[src/rtl/body_mem_arbiter.sv]
// body_mem_arbiter: round-robin two-reader/one-writer arbiter for a dual-port body RAM with write-hazard stalls
module body_mem_arbiter #(
   parameter int ADDR_W = 15,
   parameter int DATA_W = 80,
   parameter int RD_LAT = 2
) (
   input  logic              clk,
   input  logic              reset,
   input  logic              r0_req,
   input  logic [ADDR_W-1:0] r0_addr,
   output logic              r0_gnt,
   output logic              r0_rvalid,
   output logic [DATA_W-1:0] r0_rdata,
   input  logic              r1_req,
   input  logic [ADDR_W-1:0] r1_addr,
   output logic              r1_gnt,
   output logic              r1_rvalid,
   output logic [DATA_W-1:0] r1_rdata,
   input  logic              w_req,
   input  logic [ADDR_W-1:0] w_addr,
   input  logic [DATA_W-1:0] w_data,
   output logic              w_gnt,
   output logic [ADDR_W-1:0] rdaddress,
   output logic [ADDR_W-1:0] wraddress,
   output logic [DATA_W-1:0] data,
   output logic              wren,
   input  logic [DATA_W-1:0] q,
   output logic [15:0]       stall_cnt
);
   logic haz0, haz1, c0, c1, last, issue;
   logic [ADDR_W-1:0] last_addr;
   logic [RD_LAT-1:0] vld, pid;
   assign haz0 = w_req && r0_addr == w_addr;
   assign haz1 = w_req && r1_addr == w_addr;
   assign c0 = r0_req && !haz0;
   assign c1 = r1_req && !haz1;
   // last is 1 when port 1 won most recently, so port 0 wins the next contest
   assign r0_gnt = !reset && c0 && (!c1 || last);
   assign r1_gnt = !reset && c1 && (!c0 || !last);
   assign issue = r0_gnt || r1_gnt;
   assign rdaddress = reset ? '0 : r0_gnt ? r0_addr : r1_gnt ? r1_addr : last_addr;
   assign w_gnt = !reset;
   assign wren = w_req && !reset;
   assign wraddress = w_addr;
   assign data = w_data;
   assign r0_rvalid = !reset && vld[RD_LAT-1] && !pid[RD_LAT-1];
   assign r1_rvalid = !reset && vld[RD_LAT-1] && pid[RD_LAT-1];
   assign r0_rdata = q;
   assign r1_rdata = q;
   always_ff @(posedge clk) begin
      if (reset) begin
         last <= 1'b1;
         last_addr <= '0;
         stall_cnt <= '0;
         vld <= '0;
         pid <= '0;
      end else begin
         if (issue) begin
            last <= r1_gnt;
            last_addr <= rdaddress;
         end
         if (((r0_req && haz0) || (r1_req && haz1)) && stall_cnt != 16'hFFFF)
            stall_cnt <= stall_cnt + 16'd1;
         vld[0] <= issue;
         pid[0] <= r1_gnt;
         for (int i = 1; i < RD_LAT; i++) begin
            vld[i] <= vld[i-1];
            pid[i] <= pid[i-1];
         end
      end
   end
endmodule

[config.mk]
export PLATFORM = sky130hd
export DESIGN_NAME = body_mem_arbiter
export DESIGN_NICKNAME = d
export VERILOG_FILES = /design/src/rtl/body_mem_arbiter.sv
export SDC_FILE = /design/constraint.sdc
export NUM_CORES = 1
export LEC_CHECK = 0
export CELL_PAD_IN_SITES_DETAIL_PLACEMENT = 1
export CELL_PAD_IN_SITES_GLOBAL_PLACEMENT = 2
export CORE_MARGIN = 8
export CORE_UTILIZATION = 13
export CTS_CLUSTER_SIZE = 12
export DETAILED_ROUTE_END_ITERATION = 12
export PLACE_DENSITY = 0.86
export SYNTH_ARGS = -nofsm -noshare
export SYNTH_HDL_FRONTEND = slang
export SYNTH_SLANG_ARGS = --single-unit
[constraint.sdc]
create_clock -name clk -period 7.3 [get_ports clk]
set_input_delay 1.825 -clock clk [delete_from_list [all_inputs] [get_ports clk]]
set_output_delay 1.825 -clock clk [all_outputs]
set_load 0.02 [all_outputs]
==> results of run 1 <==
placed cells by master, fill, tap and decap left out, drive strengths merged, types with 4 or more instances in the layout:
cell type,n
a21oi,11
a221o,30
and2,16
and3,5
buf,8
clkbuf,7
clkdlybuf4s50,101
dfxtp,36
mux2,4
nand2,12
nand3,7
nand4,14
nor2,4
nor2b,7
nor3,4
o21ai,7
or3,6
or4,6
xnor2,30
logic make-up after synthesis:
kind of cell,count (synthesis),synth area share
AOI/OAI and AO/OA,59,0.123
xor gates and xnor gates,30,0.0641
adders and majority gates,1,0.00305
buffers and inverters,271,0.485
DFF,36,0.176
muxes,4,0.0110
and+or+nand+nor,93,0.138
stage by stage:
stage | setup slack, ns | cells | cell area (um^2)
finish | 0.305 | 745 | 3910
global placement | 0.126 | 736 | 3720
CTS | 0.111 | 744 | 3900
floorplan | 1.88 | 494 | 4100
global route | 0.0387 | 744 | 3900
detailed placement | 0.120 | 736 | 3720
registers in the layout, summed over array words and instances (netlist names):
signal	flops
last	1
last_addr	15
pid	2
stall_cnt	16
vld	2
power groups by stage:
stage	registers [mW]	logic (mW)	clock network, mW
final	0.210	0.144	0.276
after global routing	0.210	0.154	0.296
after CTS	0.209	0.147	0.292
after detailed placement	0.213	0.147	0
after global placement	0.214	0.146	0
after floorplan	0.212	0.260	0
worst paths after layout:
| kind | from | endpoint | slack (ns) | cells past startpoint |
|---|---|---|---|---|
| setup / recovery | w_addr[10] | rdaddress[10] | 0.30 | 9 |
| hold / removal | pid[0]$_SDFF_PP0_ | pid[1]$_SDFF_PP0_ | 0.46 | 1 |
| hold reg to reg | pid[0]$_SDFF_PP0_ | pid[1]$_SDFF_PP0_ | 0.46 | 1 |
| setup reg to reg | stall_cnt[4]$_SDFFE_PP0P_ | stall_cnt[15]$_SDFFE_PP0P_ | 4.95 | 6 |
layer usage:
metal / global-route usage / up-vias / part of all wire
li1: - / 1143 / -
met5: 0.0106 / - / 0.0035
met4: 0.0678 / 2 / 0.079
met3: 0.0595 / 115 / 0.15
met1: 0.0588 / 1207 / 0.29
met2: 0.132 / 260 / 0.48
worst reg2reg max path, cell delays in order (launching register included):
cell     delay (ns)
dfxtp_1        0.44
nand4_1        0.26
nor3_2         0.38
nand2_1        0.18
or4_1          0.56
or4_1          0.40
nand2_1        0.07
area by class of cell:
type | instances | area (um^2) | share of cell area
timing repair buffer | 109 | 1100 | 0.281
tap | 402 | 503 | 0.129
inverter | 2 | 7.51 | 0.00192
clock inverter | 1 | 30.0 | 0.00769
clock buffer | 7 | 153 | 0.0391
multi-input combinational | 187 | 1390 | 0.357
antenna | 1 | 2.50 | 0.000641
sequential | 36 | 721 | 0.184
==> impl_metrics.py, run 1 <==
metrics = {
    "yosys": {
        "ys_top_cells_by_count": "buf_4 (256), dfxtp_1 (36), a221o_1 (30), xnor2_1 (30), and2_1 (16)",
        "ys_ff_latch": 36,
        "netlist_area_um2": 4100,
        "syn_avg_cell_area_um2": 8.30,
        "yosysTopAreaCell": "buf_4",
        "syn_inst": 494,
        "seq_area_frac_synth": 0.176,
        "synth_cell_types": 43,
        "synth_edf_count": 0,
        "ys_warn_count": 0,
        "synth_fp_nets": 705,
        "synth_flop_cell": "dfxtp_1",
        "async_flop_share": 0,
        "yosysTopAreaCellShare": 0.469,
        "yosysMostFrequentCell": "buf_4",
        "synthTopCellsByArea": "buf_4 (47%), dfxtp_1 (18%), a221o_1 (7.3%)",
    },
    "sta": {
        "worst_pin_slew_ns": 1.06,
        "min_period_ns": 7.00,
        "hold_viol": 0,
        "rsz0062_at_grt": "false",
        "period_share": 0.958,
        "max-slew-margin-rel": 0.296,
        "skew_ns": 0.00354,
        "tns_ns": 0,
        "fmax_mhz": 143,
        "whs_ns": 0.458,
        "setup-violations-final": 0,
        "drv_slew": 0,
    },
    "clock_network": {
        "clock-sinks": 36,
        "cts_tree": "built",
        "cts_resized": 0,
        "ctsHoldBuffers": 0,
        "worstSkewPairLatency_ns": 0.29,
        "clockBufferDepth": 2,
        "numCtsBuffers": 5,
        "post-cts-setup-buffer-count": 0,
        "htree_levels": 2,
        "root_buffer": "clkbuf_16",
        "clk_pin_slew_ns": 0.07,
    },
    "die": {
        "rows": 65,
        "die_y_um": 194,
        "pin_count": 502,
        "dieWidth_um": 194,
        "coreArea_um2": 31300,
        "fp.dieArea_um2": 37500,
        "initial_core_util": 0.131,
    },
    "power_and_ir_drop": {
        "power_leakage_nw": 1.21,
        "p_seq_frac": 0.333,
        "power_frac_clock": 0.439,
        "power.internal_mw": 0.458,
        "sw_frac_of_total": 0.272,
        "pwr-share-comb": 0.228,
        "peakVddDrop_mv": 0.0783,
        "power_density_nw_per_um2": 161,
        "total_power_mw": 0.630,
        "switchingPower_mw": 0.171,
    },
    "place": {
        "gp_congestion": 0.698,
        "dp_hpwl_um": 12800,
        "port_buffers": 101,
    },
    "critical_path": {
        "critPathMaxFanout": 25,
        "cp.required_ns": 5.48,
        "worst_path_largest_cell_delay_ns": 0.64,
        "setup.worst_path.class": "in -> out",
        "crit_chain": "clkdlybuf4s50_1 > xnor2_1 > nand4_1 > nor4_2 > nor3_1 > nor3_2 > buf_12 > a221o_1 > clkdlybuf4s50_1",
        "cp_slowest_cell": "clkdlybuf4s50_1",
        "crit_arrival_ns": 5.17,
        "crit_family": "buffers and inverters",
        "cp-start-kind": "input pin",
        "critical_path.most_common_cell": "clkdlybuf4s50_1",
        "crit_buf_inv": 3,
        "endpoint_kind": "output port",
    },
    "finish": {
        "final_util": 0.125,
        "layout.nets": 552,
        "area_growth_pct": -4.70,
        "nFillCells": 3698,
        "final_layout_size_suffix_gt1_frac": 0.0760,
    },
    "detailed_routing": {
        "routed_wirelength_um": 15300,
        "vias": 2727,
        "dr.pass1.iters": 4,
        "drcViolationCount": 0,
        "via_per_inst": 3.66,
        "drt.antenna.violating_nets": 0,
        "drt_iter0_drc": 64,
        "wl_per_cell_um": 20.5,
    },
    "grt": {
        "overflow": 0,
        "grt_pass1_wl_um": 21300,
        "first_global_vias": 3075,
        "grt_max_degree": 31,
        "track_usage": 0.0791,
        "grt_antenna_before_repair": 0,
    },
    "flow_run": {
        "cap_viol_max_count": 0,
    },
    "run_status": {
        "status": "finished clean",
    },
    "worst_hold_path": {
        "hold_path_class": "reg -> reg",
    },
}
Power figures use the tool's default switching activity.
==> inputs of run 2 (changes only) <==
--- a/config.mk
+++ b/config.mk
@@ -11,7 +11,7 @@
 export CORE_UTILIZATION = 13
 export CTS_CLUSTER_SIZE = 12
 export DETAILED_ROUTE_END_ITERATION = 12
-export PLACE_DENSITY = 0.86
+export PLACE_DENSITY_LB_ADDON = 0.1
 export SYNTH_ARGS = -nofsm -noshare
 export SYNTH_HDL_FRONTEND = slang
 export SYNTH_SLANG_ARGS = --single-unit
==> run 2 against run 1 <==
Compared with the run above: maximum frequency is 1.1% higher; cell count down 0.13%; core utilization is 0.084 points lower; combinational power is essentially flat; largest power group unchanged; sequential power barely moved; worst hold slack hardly changed; non-clock buffer count decreased by 1; first-iteration DRC count is 9.4% lower; clock skew up 0.0046 ns; clock power fell by 3%; setup slack improved by 0.077 ns; register-to-register slack got worse by 0.07 ns.
==> impl_metrics.py, run 2 (synthesis results as in run 1) <==
metrics = {
    "run_status": {
        "status": "finished clean",
    },
    "power_and_ir_drop": {
        "power_leakage_nw": 1.19,
        "pwr-share-comb": 0.231,
        "power_density_nw_per_um2": 160,
        "power.internal_mw": 0.440,
        "sw_frac_of_total": 0.291,
        "power_frac_clock": 0.433,
        "switchingPower_mw": 0.181,
        "peakVddDrop_mv": 0.0668,
        "p_seq_frac": 0.337,
    },
    "clock_network": {
        "post-cts-setup-buffer-count": 0,
        "htree_levels": 2,
        "clockBufferDepth": 2,
        "cts_tree": "built",
        "root_buffer": "clkbuf_16",
        "clock-sinks": 36,
        "numCtsBuffers": 5,
        "worstSkewPairLatency_ns": 0.30,
        "clk_pin_slew_ns": 0.07,
        "ctsHoldBuffers": 0,
        "cts_resized": 0,
    },
    "critical_path": {
        "setup.worst_path.class": "in -> out",
        "critPathMaxFanout": 16,
        "r2r_start": "stall_cnt[4]$_SDFFE_PP0P_",
        "endpoint_kind": "output port",
        "cp-start-kind": "input pin",
        "r2r_slack_ns": 4.88,
        "cp-startpoint": "w_addr[11]",
        "r2r_cells": 6,
        "cp.required_ns": 5.48,
        "worst_r2r_endpoint": "stall_cnt[15]$_SDFFE_PP0P_",
        "cp-endpoint": "rdaddress[8]",
        "crit_arrival_ns": 5.09,
    },
    "place": {
        "gp_congestion": 0.650,
        "dpl.cell_count": 735,
        "port_buffers": 101,
        "dp_hpwl_um": 10700,
    },
    "finish": {
        "area_growth_pct": -5.34,
        "top_register": "stall_cnt",
        "most-common-layout-cells": "clkdlybuf4s50_1 (101), dfxtp_1 (36), xnor2_1 (30), a221o_1 (30), and2_1 (16)",
        "largest_reg_flops": 16,
        "multi_input_area_um2": 1390,
        "seq_area_um2": 721,
        "nFillCells": 3626,
        "final_cells": 744,
        "layout.nets": 551,
        "largestRegisters": "stall_cnt x16, last_addr x15",
        "final_layout_size_suffix_gt1_frac": 0.0704,
        "final_common_cell": "clkdlybuf4s50_1",
    },
    "detailed_routing": {
        "drt_iter0_drc": 58,
        "drt.antenna.violating_nets": 0,
        "dr.pass1.iters": 4,
        "wl_per_cell_um": 18.1,
        "routed_wirelength_um": 13500,
        "drcViolationCount": 0,
        "vias": 2582,
        "via_per_inst": 3.47,
    },
    "sta": {
        "fmax_mhz": 145,
        "rsz0062_at_grt": "false",
        "max-slew-margin-rel": 0.352,
        "min_period_ns": 6.92,
        "skew_ns": 0.00815,
        "hold_viol": 0,
        "tns_ns": 0,
        "drv_slew": 0,
        "worst_pin_slew_ns": 0.960,
        "period_share": 0.948,
        "setup-violations-final": 0,
    },
    "die": {
        "coreArea_um2": 31300,
        "die_y_um": 194,
        "pin_count": 502,
        "rows": 65,
        "fp.dieArea_um2": 37500,
        "initial_core_util": 0.131,
        "dieWidth_um": 194,
    },
    "flow_run": {
        "cap_viol_max_count": 0,
    },
    "grt": {
        "grt_max_degree": 32,
        "grt_antenna_before_repair": 5,
        "track_usage": 0.0697,
        "first_global_vias": 2900,
        "overflow": 0,
        "grt_pass1_wl_um": 19400,
    },
    "worst_hold_path": {
        "hold_path_class": "reg -> reg",
    },
}
-- run 2: cell types whose count changed in the layout (fill, tap and decap cells not counted) --
| cell | before | now |
|---|---|---|
| clkinv_2 | 0 | 1 |
| clkbuf_1 | 0 | 1 |
| buf_4 | 6 | 5 |
| clkbuf_8 | 2 | 0 |
-- run 2: layer usage --
metal / share of wire / vias up / track usage
li1: - / 1142 / -
met1: 0.37 / 1191 / 0.0679
met3: 0.15 / 82 / 0.0521
met5: 0.0048 / - / 0
met4: 0.039 / 10 / 0.0373
met2: 0.44 / 157 / 0.107
-- run 2: stage by stage --
stage,instance area [um^2],utilization,hold WS [ns],total power [mW],setup WS [ns]
after floorplan,4100,-,0.414,0.472,1.88
after global placement,3710,0.119,0.461,0.362,0.334
after CTS,3880,0.124,0.466,0.644,0.322
after detailed placement,3710,0.119,0.453,0.361,0.332
after global routing,3880,0.124,0.481,0.658,0.240
final,3880,0.124,0.458,0.621,0.382
-- run 2: worst min path at each step --
| stage | from | cells past startpoint | slack (ns) | endpoint |
|---|---|---|---|---|
| 2_1_floorplan | pid[0]$_SDFF_PP0_ | 1 | 0.41 | pid[1]$_SDFF_PP0_ |
| 3_3_place_gp | vld[0]$_SDFF_PP0_ | 1 | 0.46 | vld[1]$_SDFF_PP0_ |
| 4_1_cts | vld[0]$_SDFF_PP0_ | 1 | 0.47 | vld[1]$_SDFF_PP0_ |
| 3_5_place_dp | vld[0]$_SDFF_PP0_ | 1 | 0.45 | vld[1]$_SDFF_PP0_ |
| 6_report | vld[0]$_SDFF_PP0_ | 1 | 0.46 | vld[1]$_SDFF_PP0_ |
| 5_1_grt | vld[0]$_SDFF_PP0_ | 1 | 0.48 | vld[1]$_SDFF_PP0_ |
-- run 2: cell type report --
| type | instances | area share |
|---|---|---|
| multi-input cells | 187 | 0.359 |
| well taps | 402 | 0.130 |
| clock inverters | 2 | 0.00903 |
| inverters | 2 | 0.00193 |
| repair buffers | 108 | 0.281 |
| flip-flops and latches | 36 | 0.186 |
| clock buffers | 6 | 0.0332 |
| diodes | 1 | 0.000645 |
-- run 2: worst max-delay path, stage by stage --
cell             delay (ns)
clkdlybuf4s50_1        0.55
xnor2_1                0.15
buf_4                  0.15
nand4_1                0.22
or4_4                  0.62
a2111oi_4              0.29
buf_4                  0.29
and2_1                 0.18
a221o_1                0.13
clkdlybuf4s50_1        0.69
-- run 2: power groups by stage --
stage	Sequential, mW	Combinational, mW	Clock (mW)
4_1_cts	0.209	0.148	0.287
3_3_place_gp	0.214	0.148	0
6_report	0.209	0.143	0.269
2_1_floorplan	0.212	0.260	0
3_5_place_dp	0.213	0.148	0
5_1_grt	0.210	0.155	0.293
==> variant 1 (settings of run 1) <==
The parameter `ADDR_W` goes from 15 to 14.
--- a/src/rtl/body_mem_arbiter.sv
+++ b/src/rtl/body_mem_arbiter.sv
@@ -1,5 +1,5 @@
 // body_mem_arbiter: round-robin two-reader/one-writer arbiter for a dual-port body RAM with write-hazard stalls
 module body_mem_arbiter #(
-   parameter int ADDR_W = 15,
+   parameter int ADDR_W = 14,
    parameter int DATA_W = 80,
    parameter int RD_LAT = 2
Interface: changed (5 resized); port bits go from 502 to 497. The function was not compared with the original's and may differ.
==> variant 1 against run 1 <==
Total power shrank 12%; synthesized cell count down 1.8%; worst hold slack lost 0.0087 ns; final area fell by 3.8%; sequential cell count is 1 lower; area after synthesis down 1.0%; setup slack worse by 0.054 ns; global-route usage decreased by 0.43 points; clock skew is 0.0028 ns higher; final cell count is 2.1% lower; sequential share of layout area grew 0.20 points; routed wire length decreased by 5.1%; critical path type unchanged.
==> variant 1: results (changes against run 1) <==
Synth
  • Ranking of synthesized cells by area: buf_4 (47%), dfxtp_1 (17%), a221o_1 (6.9%) (was buf_4 (47%), dfxtp_1 (18%), a221o_1 (7.3%))
  • Post-Synth XOR/XNOR Area: 0.0604 (was 0.0641)
  • Synth Area in Adders: 0.00308 (was 0.00305)
  • Mux contribution to synthesized area: 0.0191 (was 0.0110)
  • Syn nets: 693 (was 705)
  • Sequential share of the synthesized area: 0.173 (was 0.176)
  • Synth cell count leaders: buf_4 (255), dfxtp_1 (35), a221o_1 (28), xnor2_1 (28) (was buf_4 (256), dfxtp_1 (36), a221o_1 (30), xnor2_1 (30), and2_1 (16))
  • Compound-Gate Fraction of Synth Area: 0.119 (was 0.123)
  • Gate Count Post-Synth: 485 (was 494)

Setup path
  • Critical path arrival: 5.22 ns (was 5.17 ns)
  • Crit Path Max Fanout: 22 (was 25)
  • R2R depth: 5 (was 6)
  • Slowest Stage Delay on Critical Path: 0.83 ns (was 0.64 ns)
  • Worst R2R End: stall_cnt[0]$_SDFFE_PP0P_ (was stall_cnt[15]$_SDFFE_PP0P_)

Timing
  • WHS: 0.450 ns (was 0.458 ns)
  • Setup Skew: 0.00635 ns (was 0.00354 ns)

Power
  • VDD IR max: 0.0000681 V (was 0.0000783 V)
  • Combinational power: 0.134 mW (was 0.144 mW)
  • Psw: 0.158 mW (was 0.171 mW)
  • P_leak: 1.17 nW (was 1.21 nW)
  • Clock share of power: 0.389 (was 0.439)

Cells and area
  • Final clock-cell share: 0.0366 (was 0.0468)
  • Nets@finish: 540 (was 552)
  • Nonclk buf count: 108 (was 109)
  • Inverters: 4 (was 2)
  • Share of layout cells above drive strength 1: 0.0901 (was 0.0760)
  • NonClk Buf Share: 0.280 (was 0.281)
  • Area of the multi-input gates: 1360 µm² (was 1390 µm²)
  • Regs by FF count: stall_cnt x16, last_addr x14 (was stall_cnt x16, last_addr x15)
  • #MultiIn Comb: 178 (was 187)
  • Antenna Cells: 0 (was 1)
  • Sequential share of cell area: 0.187 (was 0.184)

Routing
  • Routed WL per cell: 19.9 µm (was 20.5 µm)
  • DRT iter0 DRCs: 52 (was 64)
  • Drt via density: 3.63 (was 3.66)

Global route
  • Global-route wire length before repair: 19,700 µm (was 21,300 µm)
  • Gr usage total: 0.0749 (was 0.0791)
  • Number of global-route vias before repair: 2,935 (was 3,075)
  • Largest net degree at the start of global routing: 29 (was 31)

Place
  • Post-Place Cells: 721 (was 736)
  • DP HPWL: 11,800 µm (was 12,800 µm)
  • Port-buffer cells: 96 (was 101)
  • GPL Wtd Cong: 0.709 (was 0.698)

Floorplan
  • Die Area: 37,100 µm² (was 37,500 µm²)

Run status
  • Outcome: finished, final reports clean (unchanged)
==> variant 1: routing by layer <==
metal  up-vias  part of all wire  GRT usage
met3       134              0.17     0.0616
met1      1178              0.29     0.0570
met5         -                 0          0
li1       1095                 -          -
met2       242              0.43      0.111
met4         0              0.11     0.0823
==> variant 1: worst max path at each step <==
stage,from,to
CTS,w_addr[6],rdaddress[12]
finish,w_addr[0],rdaddress[12]
detailed placement,w_addr[6],rdaddress[12]
global placement,w_addr[0],rdaddress[10]
floorplan,w_addr[13],rdaddress[0]
global route,w_addr[0],rdaddress[10]
==> variant 1: metrics by stage <==
stage | util | setup slack [ns] | power (mW) | area [µm²]
final | 0.122 | 0.251 | 0.553 | 3760
after global routing | 0.122 | 0.0622 | 0.583 | 3760
after CTS | 0.122 | 0.190 | 0.571 | 3760
after detailed placement | 0.118 | 0.236 | 0.344 | 3620
after global placement | 0.118 | 0.235 | 0.343 | 3620
after floorplan | - | 1.92 | 0.463 | 4060
==> variant 2 (config.mk and constraints of run 1) <==
Without the edit above. Put one more register stage on the output `stall_cnt`. The value now appears one clock later. The other outputs are not delayed to match.
--- a/src/rtl/body_mem_arbiter.sv
+++ b/src/rtl/body_mem_arbiter.sv
@@ -28,4 +28,6 @@
    output logic [15:0]       stall_cnt
 );
+
+   logic [15:0] stall_cnt_s0;
    logic haz0, haz1, c0, c1, last, issue;
    logic [ADDR_W-1:0] last_addr;
@@ -52,5 +54,5 @@
          last <= 1'b1;
          last_addr <= '0;
-         stall_cnt <= '0;
+         stall_cnt_s0 <= '0;
          vld <= '0;
          pid <= '0;
@@ -60,6 +62,6 @@
             last_addr <= rdaddress;
          end
-         if (((r0_req && haz0) || (r1_req && haz1)) && stall_cnt != 16'hFFFF)
-            stall_cnt <= stall_cnt + 16'd1;
+         if (((r0_req && haz0) || (r1_req && haz1)) && stall_cnt_s0 != 16'hFFFF)
+            stall_cnt_s0 <= stall_cnt_s0 + 16'd1;
          vld[0] <= issue;
          pid[0] <= r1_gnt;
@@ -70,4 +72,8 @@
       end
    end
+   always_ff @(posedge clk) begin
+      stall_cnt <= stall_cnt_s0;
+   end
+
 endmodule
 
Formal check against the unedited RTL: not equivalent (Yosys sat finds a counterexample within 4 cycles, from zero or initial values and one cycle with reset high).
==> variant 2 against run 1 <==
Clock skew grew 0.016 ns; routed wire length grew 4.2%; clock power shrank 3%; combinational power grew 5%; sequential cell count grew 16; setup slack gained 0.24 ns; area after synthesis grew 9.2%; final area grew 10%; global-route usage shrank 0.17 points; worst hold slack lost 0.068 ns; total power grew 13%; critical path type unchanged.
==> variant 2: results (changes against run 1) <==
Global route
  • Number of global-route vias before repair: 2,994 (was 3,075)
  • Global-route wire length before repair: 22,500 µm (was 21,300 µm)
  • Largest net degree at the start of global routing: 29 (was 31)
  • Gr usage total: 0.0774 (was 0.0791)

Hold path
  • Hold endpoint: stall_cnt[9]$_DFF_P_ (was pid[1]$_SDFF_PP0_)
  • Hold Path Stages: 0 (was 1)
  • Hold Path Origin: stall_cnt_s0[9]$_SDFFE_PP0P_ (was pid[0]$_SDFF_PP0_)

Run status
  • Outcome: finished, final reports clean (unchanged)

Power
  • VDD IR max: 0.000138 V (was 0.0000783 V)
  • Sw frac: 0.302 (was 0.272)
  • P_leak: 1.36 nW (was 1.21 nW)

Setup path
  • Reg2reg start: stall_cnt_s0[2]$_SDFFE_PP0P_ (was stall_cnt[4]$_SDFFE_PP0P_)
  • Slowest Stage Delay on Critical Path: 0.62 ns (was 0.64 ns)
  • Worst R2R Setup Slack: 5.24 ns (was 4.95 ns)
  • Crit Path Max Fanout: 8 (was 25)
  • CP startpoint: w_addr[3] (was w_addr[10])
  • Worst R2R End: stall_cnt_s0[15]$_SDFFE_PP0P_ (was stall_cnt[15]$_SDFFE_PP0P_)

Timing
  • Worst-Margin Slew: 0.448 ns (was 1.06 ns)
  • Setup Skew: 0.0198 ns (was 0.00354 ns)
  • Final worst setup slack: 0.548 ns (was 0.305 ns)

Cells and area
  • Share of layout cells above drive strength 1: 0.107 (was 0.0760)
  • Antenna Cells: 0 (was 1)
  • Layout fillers: 4,042 (was 3,698)
  • Nets@finish: 573 (was 552)
  • Regs by FF count: stall_cnt x16, stall_cnt_s0 x16, last_addr x15 (was stall_cnt x16, last_addr x15)

Routing
  • DRT iter0 DRCs: 73 (was 64)
  • Routed WL per cell: 19.5 µm (was 20.5 µm)
  • Drt via density: 3.40 (was 3.66)

Clocking
  • Worst-Skew Late Latency: 0.33 ns (was 0.29 ns)

Synth
  • Sequential share of the synthesized area: 0.233 (was 0.176)
  • Synth cell types: 45 (was 43)
  • Synth cell count leaders: buf_4 (256), dfxtp_1 (52), a221o_1 (30) (was buf_4 (256), dfxtp_1 (36), a221o_1 (30), xnor2_1 (30), and2_1 (16))
  • Fraction of registers with async set/reset: 0 (unchanged)
  • Ranking of synthesized cells by area: buf_4 (43%), dfxtp_1 (23%), a221o_1 (6.7%) (was buf_4 (47%), dfxtp_1 (18%), a221o_1 (7.3%))
  • Syn nets: 719 (was 705)

Place
  • GPL Wtd Cong: 0.745 (was 0.698)
  • DP HPWL: 13,300 µm (was 12,800 µm)
  • Pre-CTS setup slack: 0.370 ns (was 0.120 ns)
## variant 2: cell count changes after synthesis, sizes merged, moves of 5 or more
cell	delta
o31ai	+9
buf	+6
o21ai	-6
nor2	+5
clkbuf	-7
or3	-5
dfxtp	+16
## variant 2: layout make-up
cell class | instances | area share
inverter | 4 | 0.00348
sequential | 52 | 0.241
timing repair buffer | 115 | 0.261
clock inverter | 3 | 0.00609
clock buffer | 5 | 0.0290
tap | 455 | 0.132
multi-input combinational | 184 | 0.327
## variant 2: worst register-to-register path: stages (launching register included)
cell and delay (ns):
dfxtp_1 0.46, and4_4 0.28, and3_4 0.20, and3_4 0.22
and3_4 0.35, nor4_1 0.10, mux2_1 0.33
## variant 2: power groups by stage
stage | clock network, mW | registers (mW) | logic (mW)
after global routing | 0.298 | 0.297 | 0.163
final | 0.267 | 0.296 | 0.151
after floorplan | 0 | 0.302 | 0.262
after detailed placement | 0 | 0.303 | 0.156
after global placement | 0 | 0.303 | 0.156
after CTS | 0.287 | 0.296 | 0.157
## variant 2: per-layer routing
layer	track usage	wire length [µm]	vias up
met4	0.0428	722	0
met5	0	0	-
met2	0.116	7310	244
met1	0.0791	5620	1263
met3	0.0540	2280	88
li1	-	-	1189
## variant 2: cell families after synthesis
logic type / count (synthesis) / share of synthesized area
flops: 52 / 0.233
xor+xnor: 30 / 0.0587
simple gates: 90 / 0.131
fa+ha+maj: 1 / 0.00279
buf+inv: 272 / 0.452
mux: 3 / 0.00727
compound gates: 60 / 0.115
## variant 2: stage by stage
step / std cells / instance area [µm²] / hold WS, ns
final: 818 / 4320 / 0.391
after global routing: 818 / 4320 / 0.408
after CTS: 818 / 4320 / 0.390
after detailed placement: 810 / 4160 / 0.373
after global placement: 810 / 4160 / 0.372
after floorplan: 508 / 4480 / 0.360
## variant 2: how the worst max path moves through the flow
stage          cells after the start             to
2_1_floorplan                      7  rdaddress[10]
3_3_place_gp                       9  rdaddress[10]
3_5_place_dp                       9  rdaddress[10]
4_1_cts                            9  rdaddress[10]
5_1_grt                            9  rdaddress[10]
6_report                           9   rdaddress[7]
